$ cat config.mk
export PLATFORM = sky130hd
export DESIGN_NAME = uart_tx_button
export DESIGN_NICKNAME = d
export VERILOG_FILES = /design/src/rtl/uart_tx_button.sv
export SDC_FILE = /design/constraint.sdc
export NUM_CORES = 1
export LEC_CHECK = 0
export CAP_MARGIN = 20
export CELL_PAD_IN_SITES_DETAIL_PLACEMENT = 0
export CELL_PAD_IN_SITES_GLOBAL_PLACEMENT = 2
export CORE_MARGIN = 5
export CORE_UTILIZATION = 35
export CTS_CLUSTER_DIAMETER = 40
export DETAILED_ROUTE_END_ITERATION = 12
export PLACE_DENSITY_LB_ADDON = 0.25
export SLEW_MARGIN = 10
export SYNTH_ARGS = -nofsm -noshare
export SYNTH_HDL_FRONTEND = slang
export SYNTH_SLANG_ARGS = --single-unit
$ cat constraint.sdc
create_clock -name clk -period 2.57 [get_ports clk]
set_clock_uncertainty 0.15 [all_clocks]
set_input_delay 0.514 -clock clk [delete_from_list [all_inputs] [get_ports clk]]
set_output_delay 0.514 -clock clk [all_outputs]
set_load 0.01 [all_outputs]
$ cat src/rtl/uart_tx_button.sv
// UART transmitter for the button/UART lab datapath.
// A rising edge on the debounced send level, seen while idle, sends one frame:
// start bit, din[0..7] LSB first, optional parity bit, stop bit.
// Ports:
//   clk   - system clock, rising edge
//   reset - asynchronous active-low reset
//   send  - debounced transmit request level (rising edge starts a frame)
//   din   - byte to transmit, captured only when the frame is accepted
//   tx    - serial line, idles high, driven straight from a flop
//   busy  - high from frame acceptance through the last stop-bit cycle
//   done  - one-cycle pulse on the cycle after the stop bit completes
//
// state  | meaning
// IDLE   | line high, waiting for a send rising edge
// START  | start bit (low) on the line
// DATA   | data bits, LSB first, shreg[0] on the line
// PARITY | parity bit on the line
// STOP   | stop bit (high) on the line
module uart_tx_button #(
  parameter int CLK_FREQUENCY = 100_000_000,
  parameter int BAUD_RATE     = 19_200,
  parameter int PARITY_EN     = 1,
  parameter int PARITY_ODD    = 1
) (
  input  logic       clk,
  input  logic       reset,
  input  logic       send,
  input  logic [7:0] din,
  output logic       tx,
  output logic       busy,
  output logic       done
);

  localparam int BIT_TICKS = CLK_FREQUENCY / BAUD_RATE;
  localparam int CW        = (BIT_TICKS > 1) ? $clog2(BIT_TICKS) : 1;
  localparam logic [CW-1:0] LAST_TICK = CW'(BIT_TICKS - 1);

  localparam logic [2:0] S_IDLE   = 3'd0;
  localparam logic [2:0] S_START  = 3'd1;
  localparam logic [2:0] S_DATA   = 3'd2;
  localparam logic [2:0] S_PARITY = 3'd3;
  localparam logic [2:0] S_STOP   = 3'd4;

  logic [2:0]    state_q, state_d;
  logic [CW-1:0] cnt_q, cnt_d;
  logic [2:0]    idx_q, idx_d;
  logic [7:0]    shreg_q, shreg_d;
  logic          par_q, par_d;
  logic          tx_q, tx_d;
  logic          busy_q, busy_d;
  logic          done_q, done_d;
  logic          send_d_q;

  logic accept;
  logic bit_end;

  assign accept  = send & ~send_d_q & (state_q == S_IDLE);
  assign bit_end = (cnt_q == LAST_TICK);

  always_comb begin
    state_d = state_q;
    cnt_d   = bit_end ? '0 : cnt_q + CW'(1);
    idx_d   = idx_q;
    shreg_d = shreg_q;
    par_d   = par_q;
    tx_d    = tx_q;
    busy_d  = busy_q;
    done_d  = 1'b0;
    case (state_q)
      S_IDLE: begin
        cnt_d = '0;
        tx_d  = 1'b1;
        if (accept) begin
          shreg_d = din;
          par_d   = (^din) ^ (PARITY_ODD != 0);
          state_d = S_START;
          tx_d    = 1'b0;
          busy_d  = 1'b1;
        end
      end
      S_START: begin
        if (bit_end) begin
          state_d = S_DATA;
          idx_d   = 3'd0;
          tx_d    = shreg_q[0];
        end
      end
      S_DATA: begin
        if (bit_end) begin
          shreg_d = shreg_q >> 1;
          idx_d   = idx_q + 3'd1;
          if (idx_q == 3'd7) begin
            if (PARITY_EN != 0) begin
              state_d = S_PARITY;
              tx_d    = par_q;
            end else begin
              state_d = S_STOP;
              tx_d    = 1'b1;
            end
          end else begin
            // next bit is what lands in shreg[0] after this shift
            tx_d = shreg_q[1];
          end
        end
      end
      S_PARITY: begin
        if (bit_end) begin
          state_d = S_STOP;
          tx_d    = 1'b1;
        end
      end
      S_STOP: begin
        if (bit_end) begin
          state_d = S_IDLE;
          tx_d    = 1'b1;
          busy_d  = 1'b0;
          done_d  = 1'b1;
        end
      end
      default: begin
        state_d = S_IDLE;
        cnt_d   = '0;
        tx_d    = 1'b1;
        busy_d  = 1'b0;
      end
    endcase
  end

  always_ff @(posedge clk or negedge reset) begin
    if (!reset) begin
      state_q  <= S_IDLE;
      cnt_q    <= '0;
      idx_q    <= 3'd0;
      shreg_q  <= 8'd0;
      par_q    <= 1'b0;
      tx_q     <= 1'b1;
      busy_q   <= 1'b0;
      done_q   <= 1'b0;
      // treat send as already high so a button held through reset is ignored
      send_d_q <= 1'b1;
    end else begin
      state_q  <= state_d;
      cnt_q    <= cnt_d;
      idx_q    <= idx_d;
      shreg_q  <= shreg_d;
      par_q    <= par_d;
      tx_q     <= tx_d;
      busy_q   <= busy_d;
      done_q   <= done_d;
      send_d_q <= send;
    end
  end

  assign tx   = tx_q;
  assign busy = busy_q;
  assign done = done_q;

endmodule

=== After elaboration in Yosys (flattened, before gate mapping) ===
Cells that the tools add are included.

* Output and inout bits: 3
* Input bits: 11
* Word-level logic and storage cells: 67
* Flip-flop bits (word level): 32

* Reductions and logical operators: 13
* Mux-type cells: 25
* Bitwise operators: 5
* Eq/ne operators: 13
* Add/sub/neg operators: 2

{| class="wikitable"
|+ Operator list
! cell !! count
|-
| 13-bit two-way mux || 2
|-
| 3-bit two-way mux || 7
|-
| 8-bit two-way mux || 2
|-
| 8-bit case mux with 2 select lines || 1
|-
| 3-bit case mux with 5 select lines || 1
|-
| 13-bit by 1-bit adder with 13-bit output (second input constant) || 1
|-
| 13-bit == test (second input constant) || 1
|-
| 2-bit inequality test (second input constant) || 6
|-
| 3-bit AND reduction || 4
|-
| 1-bit two-way mux || 9
|-
| 8-bit XOR reduction || 1
|-
| 3-bit by 2-bit == test with 1-bit output (second input constant) || 2
|-
| 3-bit == test (second input constant) || 2
|-
| 3-bit case mux with 2 select lines || 1
|-
| 6-bit AND reduction || 1
|-
| 1-bit case mux with 4 select lines || 1
|-
| 2-bit nonzero test || 2
|-
| 4-bit OR reduction || 1
|-
| 3-bit by 1-bit adder with 3-bit output (second input constant) || 1
|-
| 3-bit by 1-bit == test with 1-bit output (second input constant) || 1
|-
| 3-bit zero test || 1
|-
| 1-bit inverter || 3
|-
| 1-bit case mux with 3 select lines || 1
|-
| 3-bit OR reduction || 1
|-
| 4 further kinds || 5
|}

=== Depth between registers and ports, before layout ===
Gate-level depths: netlist of run 1.

* Depth after elaboration: 5
* Depth in mapped cells: 6
* Gate-level depth less buffers: 6

=== Worst setup path after synthesis of run 1 ===
Ideal clock, no wire load.

* Path kind: flip-flop to flip-flop
* Start point: reg cnt_q[7]
* End point: reg shreg_q[0]
* Path slack: 615 ps
* Cell stages (with the launch flop): 6
* Required time: 2293 ps
* Path buffers: 1
* Clock period less this slack: 1955 ps
* Arrival time: 1678 ps
* Setup time: 127 ps
* Cells stage by stage: dfrtp_1 clkbuf_1 or4b_4 nor3_4 a21oi_2 mux2_1

* Word-level cells in the longest chain between the ends: 3

{| class="wikitable"
|+ Ends and longest elaborated chain
! what !! line !! source
|-
| start, declared || 45 || <nowiki>logic [CW-1:0] cnt_q, cnt_d;</nowiki>
|-
| start signal, assigned || 143 || <nowiki>cnt_q <= cnt_d;</nowiki>
|-
| 13-bit == test || 58 || <nowiki>assign bit_end = (cnt_q == LAST_TICK);</nowiki>
|-
| 2-bit inequality test (no source line) || n/a ||
|-
| 3-bit AND reduction (no source line) || n/a ||
|-
| end signal, assigned || 145 || <nowiki>shreg_q <= shreg_d;</nowiki>
|-
| end, declared || 47 || <nowiki>logic [7:0] shreg_q, shreg_d;</nowiki>
|}

Every way passes these cells.
A chain may end at the register's enable or synchronous reset.

=== Worst setup path in the final report of run 1 ===
* Start point: reg cnt_q[5]
* End point: reg shreg_q[5]

The elaborated chain is that of the path after synthesis.

==> summary.md, run 1 <==
| Metric | Value |
|---|---|
| Startpoint type of the worst setup path | `flop` |
| Crit-path max cell delay | `0.61 ns` |
| Post-CTS sizing | `0` |
| Initial Util | `36.0%` |
| Synth Instances | `151` |
| Iteration-0 DRC Markers | `55` |
| Yosys reg bits | `32` |
| WL final | `3450 um` |
| CP Capture Type | `flop` |
| CP max-delay cell | `or4b_4` |
| Sequential share of power | `51.8%` |
| GPL Wtd Cong | `0.781` |
| # Max-Cap Violations | `0` |
| Status | `completed` |
| Combinational share of power | `12.5%` |
| Worst Hold Class | `flop to flop` |
| Post-synthesis sequential area ratio | `47.2%` |
| Worst path cell trace | `or4b_4, nor3_4, a21oi_2, mux2_1` |
| Yosys Warn Count | `0` |
| DPL Wire Length | `2510 um` |
| Maximum clock path buffer count | `2` |
| Power Dens Cells | `548 mW/mm2` |
| Total grt overflow | `0` |
| Global-route usage over all layers | `12.6%` |
| Vias | `1169` |
| Largest net degree at the start of global routing | `33` |
| Global-route wire length before repair | `6180 um` |
| Clk network pwr share | `35.7%` |
| Layout cells sized above 1 | `17.4%` |
| Net Sw Frac | `24.0%` |
| Reg2reg start | `cnt_q[5]` |
| Area grow syn2layout | `18.9%` |
| Die width | `79.7 um` |
| Multi-input gate area | `866 um2` |
| Setup CP Type | `flop to flop` |
| Static leakage | `0.843 nW` |
| Clock slew at reported path FFs | `0.07 ns` |
| Fill count | `448` |
| Netlist cell types | `37` |
| Mean Syn Cell Area | `11.3 um2` |
| Nets | `185` |
| TritonCTS clock tree | `built` |
| TritonRoute pass-1 iters | `4` |
| Worst Path Max Fanout | `8` |
| Worst slew pin tran | `0.465 ns` |
| Max-Slew Margin vs Limit | `69.0%` |
| Port bufs | `13` |
| Vias in the first global route | `1266` |
| Crit path depth | `4` |
| Worst vdd ir | `0.000231 V` |
| Switching power | `0.267 mW` |
| Fin crit share | `82.5%` |
| Clk root buf | `clkbuf_8` |
| Clock latency on the worst-skew pair | `0.28 ns` |
| Buf/Inv on CP | `0` |
| # H-tree levels | `2` |
| Vias per cell | `4.89` |
| Cell Area, Synth | `0.00170 mm2` |
| # hold bufs at CTS | `0` |
| Fmax | `0.472 GHz` |
| Final min period | `2.12 ns` |
| Post-CTS Setup Inserts | `0` |
| WP data arrival | `2.12 ns` |
| Routed len/inst | `14.4 um` |
| Final setup fails | `0` |
| CORE AREA | `0.00472 mm2` |
| Die Area | `0.00635 mm2` |
| Max-slew violation count | `0` |
| WP data required | `2.57 ns` |
| Clock Sink Count | `32` |
| Initial antenna violation count | `0` |
| CTS buffer count | `5` |
| RR Endpoint | `shreg_q[5]` |
| Critical Path Sink | `shreg_q[5]` |
| Site row count | `25` |
| Internal power | `0.842 mW` |
| Die span in y | `79.7 um` |
| Worst Setup SP | `cnt_q[5]` |
| N_diodes | `0` |
| Mapped Nets | `165` |
| Final Hold Viols | `0` |
| CP delay by family, top | `simple AND/OR/NAND/NOR gates` |
| I/O Pins | `14` |
| Register-to-register path setup slack | `0.45 ns` |
| Residual DRC count | `0` |
| Tot Pwr | `1.11 mW` |
| Final setup TNS | `0 ns` |
| Final ANT Viol Nets | `0` |
| Reg area | `803 um2` |
| RSZ-0062 raised after global routing | `false` |
| Worst reg2reg path depth | `4` |
[registers in the layout, summed over array words and instances, names as in the netlist]
register / flops
idx_q: 3
send_d_q: 1
shreg_q: 8
tx: 1
par_q: 1
cnt_q: 13
done: 1
busy: 1
state_q: 3
[cell families after synthesis]
family	synth area share, %
AOI/OAI and AO/OA	5.22
xor gates and xnor gates	10.3
adders and majority gates	2.21
buffers and inverters	1.84
DFF	47.2
muxes	11.2
and+or+nand+nor	22.0
[power groups by stage]
stage          clock network, mW  registers (mW)  logic, mW
2_1_floorplan                  0           0.576     0.0835
3_3_place_gp                   0           0.581      0.137
3_5_place_dp                   0           0.583      0.141
4_1_cts                    0.408           0.575      0.143
5_1_grt                    0.426           0.580      0.156
6_report                   0.396           0.574      0.138
[stage by stage]
stage               hold slack, ns  cells  area [um2]  util (%)  setup WS [ns]
floorplan                   0.0684    151        1700         -          0.615
global placement             0.318    231        1930      40.9          0.357
detailed placement           0.333    231        1930      40.9          0.283
CTS                          0.348    239        2020      42.8          0.437
global route                 0.371    239        2020      42.8          0.331
finish                       0.348    239        2020      42.8          0.450
[worst min-delay path by stage]
stage                    start          to  slack (ns)  cells after the start
CTS                 shreg_q[4]  shreg_q[4]        0.35                      1
global placement    shreg_q[4]  shreg_q[4]        0.32                      1
finish              shreg_q[4]  shreg_q[4]        0.35                      1
detailed placement  shreg_q[4]  shreg_q[4]        0.33                      1
floorplan                reset        busy        0.07                      0
global route        shreg_q[4]  shreg_q[4]        0.37                      1
[final cells by class]
type	count	area share, %
Sequential cell	32	39.7
Timing Repair Buffer	18	8.29
Clock buffer	8	4.46
Tap cell	67	4.15
Multi-Input combinational cell	111	42.8
Inverter	3	0.557
[layer usage]
layer	part of all wire, %	track usage (%)	up-vias
met5	0	0	-
li1	-	-	579
met2	47	19.9	23
met4	1.2	5.33	0
met1	47	16.0	563
met3	5.2	3.50	4
[Yosys cell counts]
cell,instances,area share [%]
buf_2,1,0.29
dfrtp_1,30,44
nand3_1,5,1.5
mux2i_1,1,0.59
a21oi_2,1,0.52
xnor2_1,16,8.2
nor2_1,16,3.5
a211o_1,2,1.0
nor3_4,1,0.96
a221o_1,2,1.2
a31oi_1,1,0.37
nor4_1,3,1.1
nor3b_1,2,0.88
a21oi_1,1,0.29
nor3_1,3,0.88
dfstp_2,2,3.1
o21ai_1,1,0.29
nor4b_2,2,1.8
nand2_1,6,1.3
nor2b_1,3,1.1
nor3b_2,1,0.74
and4_1,1,0.52
clkbuf_1,4,0.88
inv_1,3,0.66
and4b_1,1,0.59
ha_1,3,2.2
or4b_4,2,1.6
mux2_1,7,4.6
nand4_1,5,1.8
a311o_1,1,0.59
xor2_1,4,2.1
o21a_1,1,0.44
and3_1,7,2.6
mux2_2,9,6.0
a22o_1,1,0.52
or3_1,1,0.37
nor4_2,1,0.74
[cells in the final DEF, fill, tap and decap left out, types with 2 or more instances in the layout]
master           synthesis  layout
a221o_1                  2       2
dfrtp_1                 30      30
nor3_1                   3       3
buf_4                    0       5
ha_1                     3       3
a211o_1                  2       2
clkdlybuf4s50_1          0      13
and3_1                   7       7
xor2_1                   4       4
mux2_1                   7       7
nor4_1                   3       3
clkbuf_1                 4       2
mux2_2                   9       9
nand3_1                  5       5
nor3b_1                  2       2
nand4_1                  5       5
nand2_1                  6       6
clkbuf_8                 0       6
nor4b_2                  2       2
xnor2_1                 16      16
nor2b_1                  3       3
or4b_4                   2       2
inv_1                    3       3
nor2_1                  16      16
dfstp_2                  2       2
Note: power is estimated with default switching activity, not from simulation.
==> run 2: changes to the inputs <==
clock period = 2.1 ns   (was 2.57 ns; I/O delays follow)
==> summary.md, run 2 (same netlist as run 1, synthesis figures left out) <==
| Metric | Value |
|---|---|
| Status | `completed (unchanged)` |
| Post-place instance area | `0.00203 mm2 (was 0.00193 mm2)` |
| Max reg flops | `13 (unchanged)` |
| Die span in y | `79.7 um (unchanged)` |
| Max-slew violation count | `0 (unchanged)` |
| WP data required | `2.10 ns (was 2.57 ns)` |
| # H-tree levels | `2 (unchanged)` |
| Most frequent cells in the layout | `30 x dfrtp_1, 19 x buf_4, 16 x nor2_1, 16 x xnor2_1, 13 x clkdlybuf4s50_1 (was 30 x dfrtp_1, 16 x nor2_1, 16 x xnor2_1)` |
| Cells after DPL | `244 (was 231)` |
| Site row count | `25 (unchanged)` |
| Static leakage | `0.938 nW (was 0.843 nW)` |
| Most flop-heavy register | `cnt_q (unchanged)` |
| Hold Startpoint | `shreg_q[7] (was shreg_q[4])` |
| Initial Util | `36.0% (unchanged)` |
| Worst Path Max Fanout | `8 (unchanged)` |
| Port bufs | `13 (unchanged)` |
| RSZ-0062 raised after global routing | `false (unchanged)` |
| TritonRoute pass-1 iters | `4 (unchanged)` |
| WL final | `3670 um (was 3450 um)` |
| Tot Pwr | `1.53 mW (was 1.11 mW)` |
| Clk root buf | `clkbuf_8 (unchanged)` |
| Initial antenna violation count | `0 (unchanged)` |
| Total grt overflow | `0 (unchanged)` |
| Final core occ | `46.0% (was 42.8%)` |
| GPL Wtd Cong | `0.775 (was 0.781)` |
| Vias in the first global route | `1359 (was 1266)` |
| Final ANT Viol Nets | `0 (unchanged)` |
| Vias | `1249 (was 1169)` |
| Worst vdd ir | `0.000382 V (was 0.000231 V)` |
| Nets | `199 (was 185)` |
| WP data arrival | `2.03 ns (was 2.12 ns)` |
| Register-to-register path setup slack | `0.07 ns (was 0.45 ns)` |
| CORE AREA | `0.00472 mm2 (unchanged)` |
| Global-route wire length before repair | `6470 um (was 6180 um)` |
| Maximum clock path buffer count | `2 (unchanged)` |
| Global-route usage over all layers | `13.4% (was 12.6%)` |
| Power Dens Cells | `705 mW/mm2 (was 548 mW/mm2)` |
| Finished Layout Cells | `253 (was 239)` |
| Worst Hold Class | `flop to flop (unchanged)` |
| Worst Setup Slack post-DPL | `-0.000810 ns (was 0.283 ns)` |
| Worst slew pin tran | `0.407 ns (was 0.465 ns)` |
| Fill count | `441 (was 448)` |
| Final worst slack | `0.0699 ns (was 0.450 ns)` |
| Largest net degree at the start of global routing | `33 (unchanged)` |
| Routed len/inst | `14.5 um (was 14.4 um)` |
| TritonCTS clock tree | `built (unchanged)` |
| Worst Setup SP | `cnt_q[9] (was cnt_q[5])` |
| Top flop regs | `cnt_q: 13 flops, shreg_q: 8 flops (unchanged)` |
| Final instance area | `0.00217 mm2 (was 0.00202 mm2)` |
| Iteration-0 DRC Markers | `85 (was 55)` |
| Max-Slew Margin vs Limit | `72.6% (was 69.0%)` |
| Clock slew at reported path FFs | `0.07 ns (about the same)` |
| Fin crit share | `96.7% (was 82.5%)` |
| Final setup fails | `0 (unchanged)` |
| Final min period | `2.03 ns (was 2.12 ns)` |
| # hold bufs at CTS | `0 (unchanged)` |
| Commonest non-fill, non-tap cell in the layout | `dfrtp_1 (unchanged)` |
| Clock Sink Count | `32 (unchanged)` |
| I/O Pins | `14 (unchanged)` |
| # Max-Cap Violations | `0 (unchanged)` |
| DPL Wire Length | `2790 um (was 2510 um)` |
| Die width | `79.7 um (unchanged)` |
| N_diodes | `0 (unchanged)` |
| Layout cells sized above 1 | `24.7% (was 17.4%)` |
| Area grow syn2layout | `27.7% (was 18.9%)` |
| Final Hold Viols | `0 (unchanged)` |
| CP Capture Type | `flop (unchanged)` |
| Reg2reg start | `cnt_q[9] (was cnt_q[5])` |
| CTS buffer count | `5 (unchanged)` |
| Startpoint type of the worst setup path | `flop (unchanged)` |
| Vias per cell | `4.94 (was 4.89)` |
| Setup CP Type | `flop to flop (unchanged)` |
| Clock latency on the worst-skew pair | `0.29 ns (was 0.28 ns)` |
| Residual DRC count | `0 (unchanged)` |
| Fmax | `0.493 GHz (was 0.472 GHz)` |
| Die Area | `0.00635 mm2 (unchanged)` |
run 2: layout make-up:
cell class                      count  area (um2)  share of cell area [%]
Timing Repair Buffer               32         273                    12.6
Clock buffer                        7        96.3                    4.44
Inverter                            3        11.3                   0.519
Multi-Input combinational cell    111         873                    40.2
Tap cell                           67        83.8                    3.86
Clock inverter                      1        30.0                    1.38
Sequential cell                    32         803                    37.0
run 2: report_power, final:
part / total [mW] / internal (mW) / leakage, nW / switching [mW]
combinational: 0.180 / 0.0979 / 0.459 / 0.0824
sequential: 0.704 / 0.672 / 0.414 / 0.0317
clock: 0.646 / 0.418 / 0.0645 / 0.228
run 2: stage by stage:
| step | hold WS (ns) | setup TNS, ns |
|---|---|---|
| global placement | 0.319 | 0 |
| finish | 0.354 | 0 |
| floorplan | -0.0256 | 0 |
| detailed placement | 0.335 | -0.000810 |
| global route | 0.370 | 0 |
| CTS | 0.357 | 0 |
run 2: per-layer routing:
layer	wire length (um)	vias up	share of wire, %	global-route usage, %
met1	1700	603	46	16.7
met4	125	0	3.4	7.22
met3	175	11	4.8	3.95
met2	1660	26	45	20.6
li1	-	609	-	-
met5	0	-	0	0
run 2: worst paths after layout:
kind                               to  cells past startpoint
max reg2reg                shreg_q[5]                      4
max in group asynchronous    send_d_q                      2
min                        shreg_q[7]                      1
min reg2reg                shreg_q[7]                      1
max                        shreg_q[5]                      4
min in group asynchronous    idx_q[2]                      2
run 2: repair_timing:
item                                    CTS  global route
buffers inserted                          0             1
gates resized for setup                   0             1
endpoints found under the setup margin    0             6
run 2: critical path, cell delays in order (launching register included):
cell and delay (ns):
dfrtp_1 0.44, or4b_4 0.57, nor3_4 0.24, a21oi_4 0.13, mux2_1 0.36
==> run 3: changes to the inputs <==
PLACE_DENSITY = 0.72   (was default)
PLACE_DENSITY_LB_ADDON = default   (was 0.25)
==> summary.md, run 3 (same netlist as run 1, synthesis figures left out) <==
| Metric | Value |
|---|---|
| Worst slew pin tran | `0.445 ns (was 0.407 ns)` |
| Cells after DPL | `244 (unchanged)` |
| Max-slew violation count | `0 (unchanged)` |
| Total grt overflow | `0 (unchanged)` |
| Site row count | `25 (unchanged)` |
| Fill count | `439 (was 441)` |
| Final ANT Viol Nets | `0 (unchanged)` |
| Routed len/inst | `14.6 um (was 14.5 um)` |
| Maximum clock path buffer count | `2 (unchanged)` |
| Status | `completed (unchanged)` |
| Final min period | `2.01 ns (was 2.03 ns)` |
| Area grow syn2layout | `27.2% (was 27.7%)` |
| Largest net degree at the start of global routing | `33 (unchanged)` |
| Clk root buf | `clkbuf_8 (unchanged)` |
| Initial antenna violation count | `0 (unchanged)` |
| Clock latency on the worst-skew pair | `0.29 ns (about the same)` |
| CP Capture Type | `flop (unchanged)` |
| Residual DRC count | `0 (unchanged)` |
| Commonest non-fill, non-tap cell in the layout | `dfrtp_1 (unchanged)` |
| Vias in the first global route | `1352 (was 1359)` |
| Hold path cells | `1 (unchanged)` |
| Finished Layout Cells | `254 (was 253)` |
| Port bufs | `13 (unchanged)` |
| Most frequent cells in the layout | `30 x dfrtp_1, 20 x buf_4, 16 x nor2_1, 16 x xnor2_1, 13 x clkdlybuf4s50_1 (was 30 x dfrtp_1, 19 x buf_4, 16 x nor2_1, 16 x xnor2_1, 13 x clkdlybuf4s50_1)` |
| GPL Wtd Cong | `0.781 (was 0.775)` |
| # Max-Cap Violations | `0 (unchanged)` |
| CORE AREA | `0.00472 mm2 (unchanged)` |
| Clock slew at reported path FFs | `0.07 ns (about the same)` |
| N_diodes | `0 (unchanged)` |
| Layout cells sized above 1 | `25.1% (was 24.7%)` |
| Worst Path Max Fanout | `8 (unchanged)` |
| Startpoint type of the worst setup path | `flop (unchanged)` |
| Max reg flops | `13 (unchanged)` |
| # H-tree levels | `2 (unchanged)` |
| Initial Util | `36.0% (unchanged)` |
| Power Dens Cells | `681 mW/mm2 (was 705 mW/mm2)` |
| Die span in y | `79.7 um (unchanged)` |
| Final setup fails | `0 (unchanged)` |
| Global-route wire length before repair | `6420 um (was 6470 um)` |
| RSZ-0062 raised after global routing | `false (unchanged)` |
| Worst reg2reg path depth | `4 (unchanged)` |
| Max-Slew Margin vs Limit | `70.0% (was 72.6%)` |
| I/O Pins | `14 (unchanged)` |
| Worst vdd ir | `0.000346 V (was 0.000382 V)` |
| Fmax | `0.498 GHz (was 0.493 GHz)` |
| Tot Pwr | `1.47 mW (was 1.53 mW)` |
| Vias | `1253 (was 1249)` |
| Most flop-heavy register | `cnt_q (unchanged)` |
| DPL Wire Length | `2720 um (was 2790 um)` |
| Clock Sink Count | `32 (unchanged)` |
| Top flop regs | `cnt_q: 13 flops, shreg_q: 8 flops (unchanged)` |
| Static leakage | `0.938 nW (about the same)` |
| TritonCTS clock tree | `built (unchanged)` |
| Final instance area | `0.00216 mm2 (was 0.00217 mm2)` |
| TritonRoute pass-1 iters | `4 (unchanged)` |
| CTS buffer count | `5 (unchanged)` |
| Nets | `200 (was 199)` |
| WL final | `3700 um (was 3670 um)` |
| Post-place instance area | `0.00203 mm2 (unchanged)` |
| WP data required | `2.12 ns (was 2.10 ns)` |
| Global-route usage over all layers | `13.1% (was 13.4%)` |
| Final core occ | `45.8% (was 46.0%)` |
| Die Area | `0.00635 mm2 (unchanged)` |
| Iteration-0 DRC Markers | `68 (was 85)` |
| Worst Hold Class | `flop to flop (unchanged)` |
| Fin crit share | `95.6% (was 96.7%)` |
| WP data arrival | `2.03 ns (about the same)` |
| Final Hold Viols | `0 (unchanged)` |
| Final setup TNS | `0 ns (unchanged)` |
| Die width | `79.7 um (unchanged)` |
| Vias per cell | `4.93 (was 4.94)` |
| Setup CP Type | `flop to flop (unchanged)` |
run 3: changes by cell type in the layout (fill, tap and decap cells not counted):
cell      delta
mux2_4       +1
clkbuf_1     +1
mux2_1       -1
clkbuf_8     -2
buf_4        +1
clkinv_2     +1
run 3: worst max-delay path: stages (launching register included):
cell and delay (ns):
dfrtp_1 0.42, or4b_4 0.57, nor3_4 0.29, a21oi_4 0.14
mux2_1 0.33
run 3: power by group:
part           internal [mW]  switching, mW
clock network          0.352          0.233
logic                  0.104         0.0825
registers              0.672         0.0298
run 3: worst paths after layout:
check,endpoint,from,slack [ns]
max in group asynchronous,tx,reset,1.10
hold / removal,shreg_q[6],shreg_q[6],0.34
hold reg to reg,shreg_q[6],shreg_q[6],0.34
min in group asynchronous,idx_q[2],reset,0.37
setup reg to reg,shreg_q[2],cnt_q[3],0.09
setup / recovery,shreg_q[2],cnt_q[3],0.09
run 3: area by class of cell:
cell class	count	area, um2	share of cell area [%]
Clock inverter	2	35.0	1.62
Sequential cell	32	803	37.1
Inverter	3	11.3	0.521
Multi-Input combinational cell	111	877	40.5
Tap cell	67	83.8	3.88
Timing Repair Buffer	33	280	13.0
Clock buffer	6	72.6	3.35
run 3: what timing repair did:
action                                  CTS  global route
endpoints found under the setup margin    0             7
hold endpoints to repair                  0             0
hold buffers                              0             0
resized for setup                         0             2
buffers inserted                          0             2
run 3: through the flow:
step / hold slack, ns / setup WS (ns)
detailed placement: 0.332 / 0.0163
global placement: 0.319 / 0.0553
floorplan: -0.0256 / 0.145
global route: 0.369 / 0.00470
CTS: 0.348 / 0.0359
finish: 0.344 / 0.0927
run 3: routing by layer:
| metal | vias to the layer above | track usage (%) | part of all wire (%) |
|---|---|---|---|
| li1 | 615 | - | - |
| met1 | 608 | 16.7 | 47 |
| met2 | 23 | 20.7 | 48 |
| met3 | 7 | 4.18 | 3.9 |
| met4 | 0 | 4.81 | 1.6 |
| met5 | - | 0 | 0 |
